$ cat src/rtl/savestate_sequencer.sv
// Save-state initiator: streams core state words to/from the save-state RAM over the
// 64-bit request bus, with a header word at address 0 that is validated on load.
module savestate_sequencer #(
  parameter int          STATE_WORDS     = 1024,
  parameter int          CORE_ADDR_W     = 16,
  parameter int          CORE_RD_LATENCY = 2,
  parameter int          START_DELAY     = 8,
  parameter logic [31:0] MAGIC           = 32'h5353_4E45,
  parameter logic [15:0] VERSION         = 16'h0001
) (
  input  logic                   clk_ppu_21_47,
  input  logic                   reset,
  input  logic                   ss_save,
  input  logic                   ss_load,
  output logic [25:0]            ss_addr,
  output logic [63:0]            ss_din,
  input  logic [63:0]            ss_dout,
  output logic                   ss_rnw,
  output logic                   ss_req,
  output logic [7:0]             ss_be,
  input  logic                   ss_ack,
  output logic                   ss_busy,
  output logic                   core_pause,
  output logic [CORE_ADDR_W-1:0] core_addr,
  output logic                   core_rd,
  input  logic [63:0]            core_rdata,
  output logic                   core_wr,
  output logic [63:0]            core_wdata,
  output logic                   ss_done,
  output logic                   ss_err
);

  typedef enum logic [3:0] {
    IDLE, START_WAIT, SAVE_HDR, SAVE_FETCH, SAVE_REQ, SAVE_ACK, LOAD_REQ, LOAD_ACK, FINISH
  } state_t;

  localparam logic [15:0] LAST_IDX   = 16'(STATE_WORDS);
  localparam logic [63:0] HEADER     = {MAGIC, VERSION, LAST_IDX};
  localparam logic [31:0] DELAY_LAST = 32'(START_DELAY - 1);
  localparam logic [31:0] RD_LAST    = 32'(CORE_RD_LATENCY);

  state_t                 state, state_n;
  logic                   save_q, load_q, save_edge, load_edge;
  logic                   is_load, is_load_n;
  logic [15:0]            word_idx, word_idx_n;
  logic [31:0]            cnt, cnt_n;
  logic [25:0]            ss_addr_n;
  logic [63:0]            ss_din_n, core_wdata_n;
  logic [CORE_ADDR_W-1:0] core_addr_n;
  logic                   ss_rnw_n, ss_req_n, busy_n, pause_n, core_rd_n, core_wr_n, done_n, err_n;

  assign save_edge = ss_save & ~save_q;
  assign load_edge = ss_load & ~load_q;
  assign ss_be     = 8'hFF;

  always_comb begin
    state_n      = state;
    is_load_n    = is_load;
    word_idx_n   = word_idx;
    cnt_n        = cnt;
    ss_addr_n    = ss_addr;
    ss_din_n     = ss_din;
    ss_rnw_n     = ss_rnw;
    busy_n       = ss_busy;
    pause_n      = core_pause;
    core_addr_n  = core_addr;
    core_wdata_n = core_wdata;
    err_n        = ss_err;
    ss_req_n     = 1'b0;
    core_rd_n    = 1'b0;
    core_wr_n    = 1'b0;
    done_n       = 1'b0;

    case (state)
      IDLE: begin
        if (load_edge || save_edge) begin
          state_n    = START_WAIT;
          is_load_n  = load_edge;
          busy_n     = 1'b1;
          pause_n    = 1'b1;
          err_n      = 1'b0;
          word_idx_n = 16'd0;
          cnt_n      = 32'd0;
        end
      end
      START_WAIT: begin
        if (cnt == DELAY_LAST) state_n = is_load ? LOAD_REQ : SAVE_HDR;
        else                   cnt_n   = cnt + 32'd1;
      end
      SAVE_HDR: begin
        ss_din_n = HEADER;
        state_n  = SAVE_REQ;
      end
      // cnt == 0 is the core_rd cycle, so the read data is valid when cnt reaches the latency
      SAVE_FETCH: begin
        if (cnt == RD_LAST) begin
          ss_din_n = core_rdata;
          state_n  = SAVE_REQ;
        end else begin
          cnt_n = cnt + 32'd1;
        end
      end
      SAVE_REQ: state_n = SAVE_ACK;
      SAVE_ACK: begin
        if (ss_ack) begin
          if (word_idx == LAST_IDX) begin
            state_n = FINISH;
          end else begin
            word_idx_n  = word_idx + 16'd1;
            core_addr_n = CORE_ADDR_W'(word_idx);
            core_rd_n   = 1'b1;
            cnt_n       = 32'd0;
            state_n     = SAVE_FETCH;
          end
        end
      end
      LOAD_REQ: state_n = LOAD_ACK;
      LOAD_ACK: begin
        if (ss_ack) begin
          if (word_idx == 16'd0) begin
            if (ss_dout != HEADER) begin
              err_n   = 1'b1;
              state_n = FINISH;
            end else begin
              word_idx_n = word_idx + 16'd1;
              state_n    = LOAD_REQ;
            end
          end else begin
            core_wr_n    = 1'b1;
            core_addr_n  = CORE_ADDR_W'(word_idx - 16'd1);
            core_wdata_n = ss_dout;
            if (word_idx == LAST_IDX) begin
              state_n = FINISH;
            end else begin
              word_idx_n = word_idx + 16'd1;
              state_n    = LOAD_REQ;
            end
          end
        end
      end
      FINISH:  state_n = IDLE;
      default: state_n = IDLE;
    endcase

    // Request-phase and end-of-sequence outputs are keyed off the state being entered
    if (state_n == SAVE_REQ || state_n == LOAD_REQ) begin
      ss_req_n  = 1'b1;
      ss_addr_n = 26'({word_idx_n, 1'b0});
      ss_rnw_n  = (state_n == LOAD_REQ);
    end
    if (state_n == FINISH) begin
      busy_n  = 1'b0;
      pause_n = 1'b0;
      done_n  = 1'b1;
    end
  end

  always_ff @(posedge clk_ppu_21_47) begin
    if (reset) begin
      state      <= IDLE;
      save_q     <= 1'b0;
      load_q     <= 1'b0;
      is_load    <= 1'b0;
      word_idx   <= 16'd0;
      cnt        <= 32'd0;
      ss_addr    <= 26'd0;
      ss_din     <= 64'd0;
      ss_rnw     <= 1'b0;
      ss_req     <= 1'b0;
      ss_busy    <= 1'b0;
      core_pause <= 1'b0;
      core_addr  <= '0;
      core_rd    <= 1'b0;
      core_wr    <= 1'b0;
      core_wdata <= 64'd0;
      ss_done    <= 1'b0;
      ss_err     <= 1'b0;
    end else begin
      state      <= state_n;
      save_q     <= ss_save;
      load_q     <= ss_load;
      is_load    <= is_load_n;
      word_idx   <= word_idx_n;
      cnt        <= cnt_n;
      ss_addr    <= ss_addr_n;
      ss_din     <= ss_din_n;
      ss_rnw     <= ss_rnw_n;
      ss_req     <= ss_req_n;
      ss_busy    <= busy_n;
      core_pause <= pause_n;
      core_addr  <= core_addr_n;
      core_rd    <= core_rd_n;
      core_wr    <= core_wr_n;
      core_wdata <= core_wdata_n;
      ss_done    <= done_n;
      ss_err     <= err_n;
    end
  end

endmodule

$ cat config.mk
export PLATFORM = sky130hd
export DESIGN_NAME = savestate_sequencer
export DESIGN_NICKNAME = d
export VERILOG_FILES = /design/src/rtl/savestate_sequencer.sv
export SDC_FILE = /design/constraint.sdc
export NUM_CORES = 1
export LEC_CHECK = 0
export BUFFER_PORTS_ARGS = -buffer_cell sky130_fd_sc_hd__buf_2
export CORE_UTILIZATION = 50
export DETAILED_ROUTE_END_ITERATION = 10
export HOLD_SLACK_MARGIN = 0.12
export PLACE_DENSITY_LB_ADDON = 0.25
export RECOVER_POWER = 25
export SLEW_MARGIN = 20
export SYNTH_ARGS = -nofsm -noshare
export SYNTH_HDL_FRONTEND = slang
export SYNTH_SLANG_ARGS = --single-unit
$ cat constraint.sdc
create_clock -name clk_ppu_21_47 -period 5.4 [get_ports clk_ppu_21_47]
set_clock_uncertainty 0.05 [all_clocks]
set_input_delay 0.27 -clock clk_ppu_21_47 [delete_from_list [all_inputs] [get_ports clk_ppu_21_47]]
set_output_delay 0.27 -clock clk_ppu_21_47 [all_outputs]
set_load 0.05 [all_outputs]
== After elaboration in Yosys (flattened, before gate mapping) ==
Cells that the tools add are included.

* Register bits after elaboration: 222
* Bits of input ports: 133
* Output and inout bits: 186
* Logic and storage cells: 109

* Add/sub/neg operators: 3
* Eq/ne operators: 24
* Multiplexer cells: 40
* Bitwise logic cells: 8
* Reduce and logical (&&, ||, !) cells: 17

{| class="wikitable"
|+ Operators by type and width
! operator !! count
|-
| $mux W16 || 10
|-
| $mux W32 || 5
|-
| $pmux W32 S4 || 1
|-
| $pmux W64 S2 || 1
|-
| $mux W64 || 1
|-
| $ne A64 B63 Y1 const B || 1
|-
| $pmux W16 S3 || 1
|-
| $mux W4 || 9
|-
| $add A32 B1 Y32 const B || 1
|-
| $eq A32 B2 Y1 const B || 1
|-
| $eq A32 B3 Y1 const B || 1
|-
| $pmux W16 S2 || 1
|-
| $pmux W4 S8 || 1
|-
| $eq A4 B3 Y1 const B || 6
|-
| $ne A2 B2 Y1 const B || 10
|-
| $add A16 B1 Y16 const B || 1
|-
| $eq A16 B11 Y1 const B || 1
|-
| $logic_not A16 Y1 || 1
|-
| $sub A16 B1 Y16 const B || 1
|-
| $reduce_and A5 Y1 || 2
|-
| $eq A4 B2 Y1 const B || 2
|-
| $mux W1 || 8
|-
| $not A1 Y1 || 6
|-
| $reduce_and A6 Y1 || 1
|-
| other kinds (13) || 19
|}

== Longest topological paths before layout ==
* Word-level depth: 8
* Gate-level depth with buffers: 11
* Mapped depth without buffers: 9

== Worst setup path after synthesis ==
No wires, ideal clock.

* Path kind: reg2reg
* Start point: register word_idx[0]
* End point: register cnt[9]
* Setup time: 0.115 ns
* Data arrival time: 2.151 ns
* Required time: 5.235 ns
* Path slack: 3.084 ns
* Stages on the path, launching flop included: 11
* Path buffers: 1
* Period minus slack after synthesis: 2.316 ns
* Path through: dfxtp_1 inv_1 ha_1 nor4bb_1 nand4_2 a211oi_2 a2111oi_0 buf_2 nand3_1 xnor2_1 and2_1

* Word-level cells in the longest chain between the ends: 3

{| class="wikitable"
|+ Ends and longest elaborated chain
! what !! line !! text
|-
| start: declaration || 45 || <nowiki>logic [15:0] word_idx, word_idx_n;</nowiki>
|-
| start signal: assignment || 183 || <nowiki>word_idx <= word_idx_n;</nowiki>
|-
| $eq A16 B11 Y1 || 106 || <nowiki>if (word_idx == LAST_IDX) begin</nowiki>
|-
| $ne A2 B2 Y1 (no line) || - ||
|-
| $reduce_and A6 Y1 (no line) || - ||
|-
| end signal: assignment || 184 || <nowiki>cnt <= cnt_n;</nowiki>
|-
| end: declaration || 46 || <nowiki>logic [31:0] cnt, cnt_n;</nowiki>
|}

Every way passes these cells.
A chain may end at the register's enable or synchronous reset.

== Worst setup path in the final report ==
* Start point: input port ss_dout[1]
* End point: register ss_addr[2]

* Word-level cells in the longest chain between the ends: 7
* Elaborated cells between the ends (all ways): 12
* Those cells by class: 3 x eq/ne; 8 x mux; 1 x reduce/logical

{| class="wikitable"
|+ Ends and longest elaborated chain
! what !! line !! text
|-
| start: declaration || 17 || <nowiki>input logic [63:0] ss_dout,</nowiki>
|-
| $ne A64 B63 Y1 * || 121 || <nowiki>if (ss_dout != HEADER) begin</nowiki>
|-
| $mux W4 || 121 ||
|-
| $mux W4 || 120 || <nowiki>if (word_idx == 16'd0) begin</nowiki>
|-
| $mux W4 || 119 || <nowiki>if (ss_ack) begin</nowiki>
|-
| $pmux W4 S8 || 74 || <nowiki>case (state)</nowiki>
|-
| $eq A4 B3 Y1 || 146 || <nowiki>if (state_n == SAVE_REQ || state_n == LOAD_REQ) begin</nowiki>
|-
| $logic_or A1 B1 Y1 || 146 ||
|-
| end signal: assignment || 185 || <nowiki>ss_addr <= ss_addr_n;</nowiki>
|-
| end: declaration || 15 || <nowiki>output logic [25:0] ss_addr,</nowiki>
|}

Mark *: on every way between the ends. The rest lies on a longest branch, timed or not.

==> summary.md <==
| Metric | Value |
|---|---|
| Hold Vio Cnt, Final | 0 |
| Placed Area | about 11000 um^2 |
| Synth Area per Inst | roughly 8 um^2 |
| Final #Nets | 1703 |
| P per Cell Area | around 270 nW/um^2 |
| Leading area contributor after synthesis | dfxtp_1 |
| Number of global-route vias before repair | between 9000 and 10000 |
| Worst Setup Start Kind | primary input |
| Largest net degree at the start of global routing | approximately 120 |
| Rows | 50 |
| CP Class | in2reg |
| Min Tclk post-route | around 3500 ps |
| Maximum VDD drop | 265.9 uV |
| Core area | between 15000 and 20000 um^2 |
| Final Max Tran Viols | 0 |
| Wire length after detailed routing | 33300 um |
| Post-synthesis cell count | roughly 1200 |
| Max-Cap Viols | 0 |
| Top cells by instance count after synthesis | dfxtp_1, nand2_1, a21oi_1, nor2_1, nand3_1 |
| Clock transition at path regs | approximately 70 ps |
| Vias | ~11000 |
| Setup violations, final | 0 |
| Initial DRT Pass Iterations | 7 |
| RSZ-0062 raised after global routing | no |
| Non-Filler Instances | between 1500 and 2000 |
| Gp weighted congestion | ~0.93 |
| Die Width | approximately 140 um |
| Number of gates resized after cts | 0 |
| Element type at the critical path end | register |
| Die Span Y | 140.8 um |
| Initial antenna violation count | 1 |
| # DRC | 0 |
| Worst skew pair latency | 510 ps |
| CTS tree | yes |
| DP Cell Count | between 1500 and 2000 |
| CTS Buf Count | 24 |
| Finished Cell Area | about 13000 um^2 |
| Synthesized area | approximately 9600 um^2 |
| Max clock buf depth | 3 |
| CP Data Required Time | a little under 6000 ps |
| H-tree lvl count | 1 |
| Setup ws final | 1871 ps |
| Post-synth top area share | 0.4615 |
| Port bufs | 300 |
| Vias/cell | a little under 6 |
| Worst Path Max Fanout | 22 |
| Unique masters post-synth | just under 70 |
| Post-synth EDFFs | 0 |
| Global route overflow | 0 |
| Worst path arrival time | between 3000 and 4000 ps |
| Worst slew pin tran | roughly 1100 ps |
| FFs w/ async S/R, synth | 0 |
| Hold Worst Slack | ~190 ps |
| Period utilization | 0.6535 |
| First-pass GRT wire length | roughly 52000 um |
| Main area contributors after synthesis | dfxtp_1, nand2_1, a21oi_1 |
| Status | finished, final reports clean |
| Layout cells sized above 1 | 0.1793 |
| DR WL/cell | between 15 and 20 um |
| Iteration-0 DRC count of the detailed router | between 700 and 800 |
| Lkg Pwr | roughly 4.9 nW |
| Full die area | 19820 um^2 |
| Layout fillers | 1464 |
| DP HPWL | 19320 um |
| Core Util, Final | 0.6954 |
| Top Ports | around 320 |
| GRT Resource Usage Total | 0.3306 |
| Ys flop type | dfxtp_1 |
| Setup TNS | 0 ps |
| Yosys reg bits | between 200 and 250 |
| Final Power | roughly 3.6 mW |
| Fmax achieved | 283.4 MHz |
| Syn. warnings | 0 |
| Antenna-violating nets left | 0 |
| CTS Root Cell | clkbuf_16 |
| Area Growth Syn to Fin | 35.52% |
| CTS Sinks | 222 |
| Relative slew margins | 0.2700 |
| Register area share after synthesis | 0.4615 |
| HP Class | in2reg |
| DP Worst Slack | about 2100 ps |
| Initial Util | 0.5131 |
[area by class of cell]
| type | count | area (um^2) | share of cell area |
|---|---|---|---|
| timing repair buffer | 436 | 2734 | 0.2095 |
| sequential | 222 | 4444 | 0.3405 |
| inverter | 13 | 48.80 | 0.003739 |
| tap | 234 | 292.8 | 0.02243 |
| clock buffer | 27 | 631.9 | 0.04841 |
| clock inverter | 17 | 167.7 | 0.01285 |
| multi-input combinational | 869 | 4730 | 0.3624 |
| antenna | 1 | 2.502 | 0.0001917 |
[layer usage]
metal  routed length [um]  vias up  track usage
li1                     -     4869            -
met2                15370      594       0.5302
met3                 3128      193       0.1019
met4                 2176        0       0.1876
met1                12630     4889       0.3932
met5                    0        -            0
[timing repair]
item | 4_1_cts | 5_1_grt
hold buffers | 130 | 0
setup endpoints to repair | 0 | 0
endpoints found under the hold margin | 130 | 0
setup buffers | 0 | 0
[cells in the final DEF (no fill, tap or decap), types with 13 or more instances in the layout]
| cell | n |
|---|---|
| a21oi_1 | 139 |
| nand3_1 | 72 |
| buf_2 | 203 |
| nor2_1 | 103 |
| nor4_1 | 19 |
| nand2_1 | 222 |
| clkbuf_16 | 24 |
| nor3_1 | 45 |
| clkbuf_1 | 97 |
| conb_1 | 18 |
| o21ai_0 | 21 |
| inv_1 | 13 |
| xnor2_1 | 15 |
| dfxtp_1 | 222 |
| a211oi_1 | 16 |
| nand4_1 | 29 |
| dlygate4sd3_1 | 130 |
| xor2_1 | 23 |
[path summary, 6_finish.rpt]
| check | start | endpoint | slack [ps] | depth (start not counted) |
|---|---|---|---|---|
| max | ss_dout[1] | ss_addr[2] | 1870 | 9 |
| min | ss_ack | word_idx[11] | 190 | 3 |
| max reg2reg | cnt[1] | ss_addr[2] | 2090 | 8 |
| min reg2reg | ss_din[3] | ss_din[3] | 400 | 2 |
[where the power goes]
group / switching, mW / total, mW / internal, mW / leakage [nW]
combinational: 0.145 / 0.263 / 0.118 / 2.74
clock: 0.695 / 1.64 / 0.949 / 0.401
sequential: 0.00594 / 1.65 / 1.64 / 1.79
[cell families (layout without fill, tap and decap cells)]
kind of cell	count (synthesis)	in the layout	share of synthesized area
xor gates and xnor gates	38	38	0.03456
DFF	222	222	0.4615
buffers and inverters	120	493	0.05925
adders and majority gates	4	4	0.005197
AOI/OAI and AO/OA	227	227	0.1421
other	2	19	0.0007798
muxes	1	1	0.001039
and+or+nand+nor	581	581	0.2956
[state kept, by name (all words and copies together), names as in the netlist]
register	cells
core_wr	1
cnt	32
ss_done	1
core_pause	1
ss_req	1
ss_rnw	1
load_q	1
core_rd	1
is_load	1
word_idx	16
core_wdata	64
ss_err	1
save_q	1
ss_addr	16
state	4
core_addr	16
ss_din	64
[worst max-delay path: stages]
cell           delay [ps]
dlygate4sd3_1         530
buf_2                 150
nor4_1                600
nand4_1               260
nor4_4                540
o211ai_2              180
a311oi_4              980
o2111ai_1             220
a21oi_1               180
Note: power is estimated with default switching activity, not from simulation.
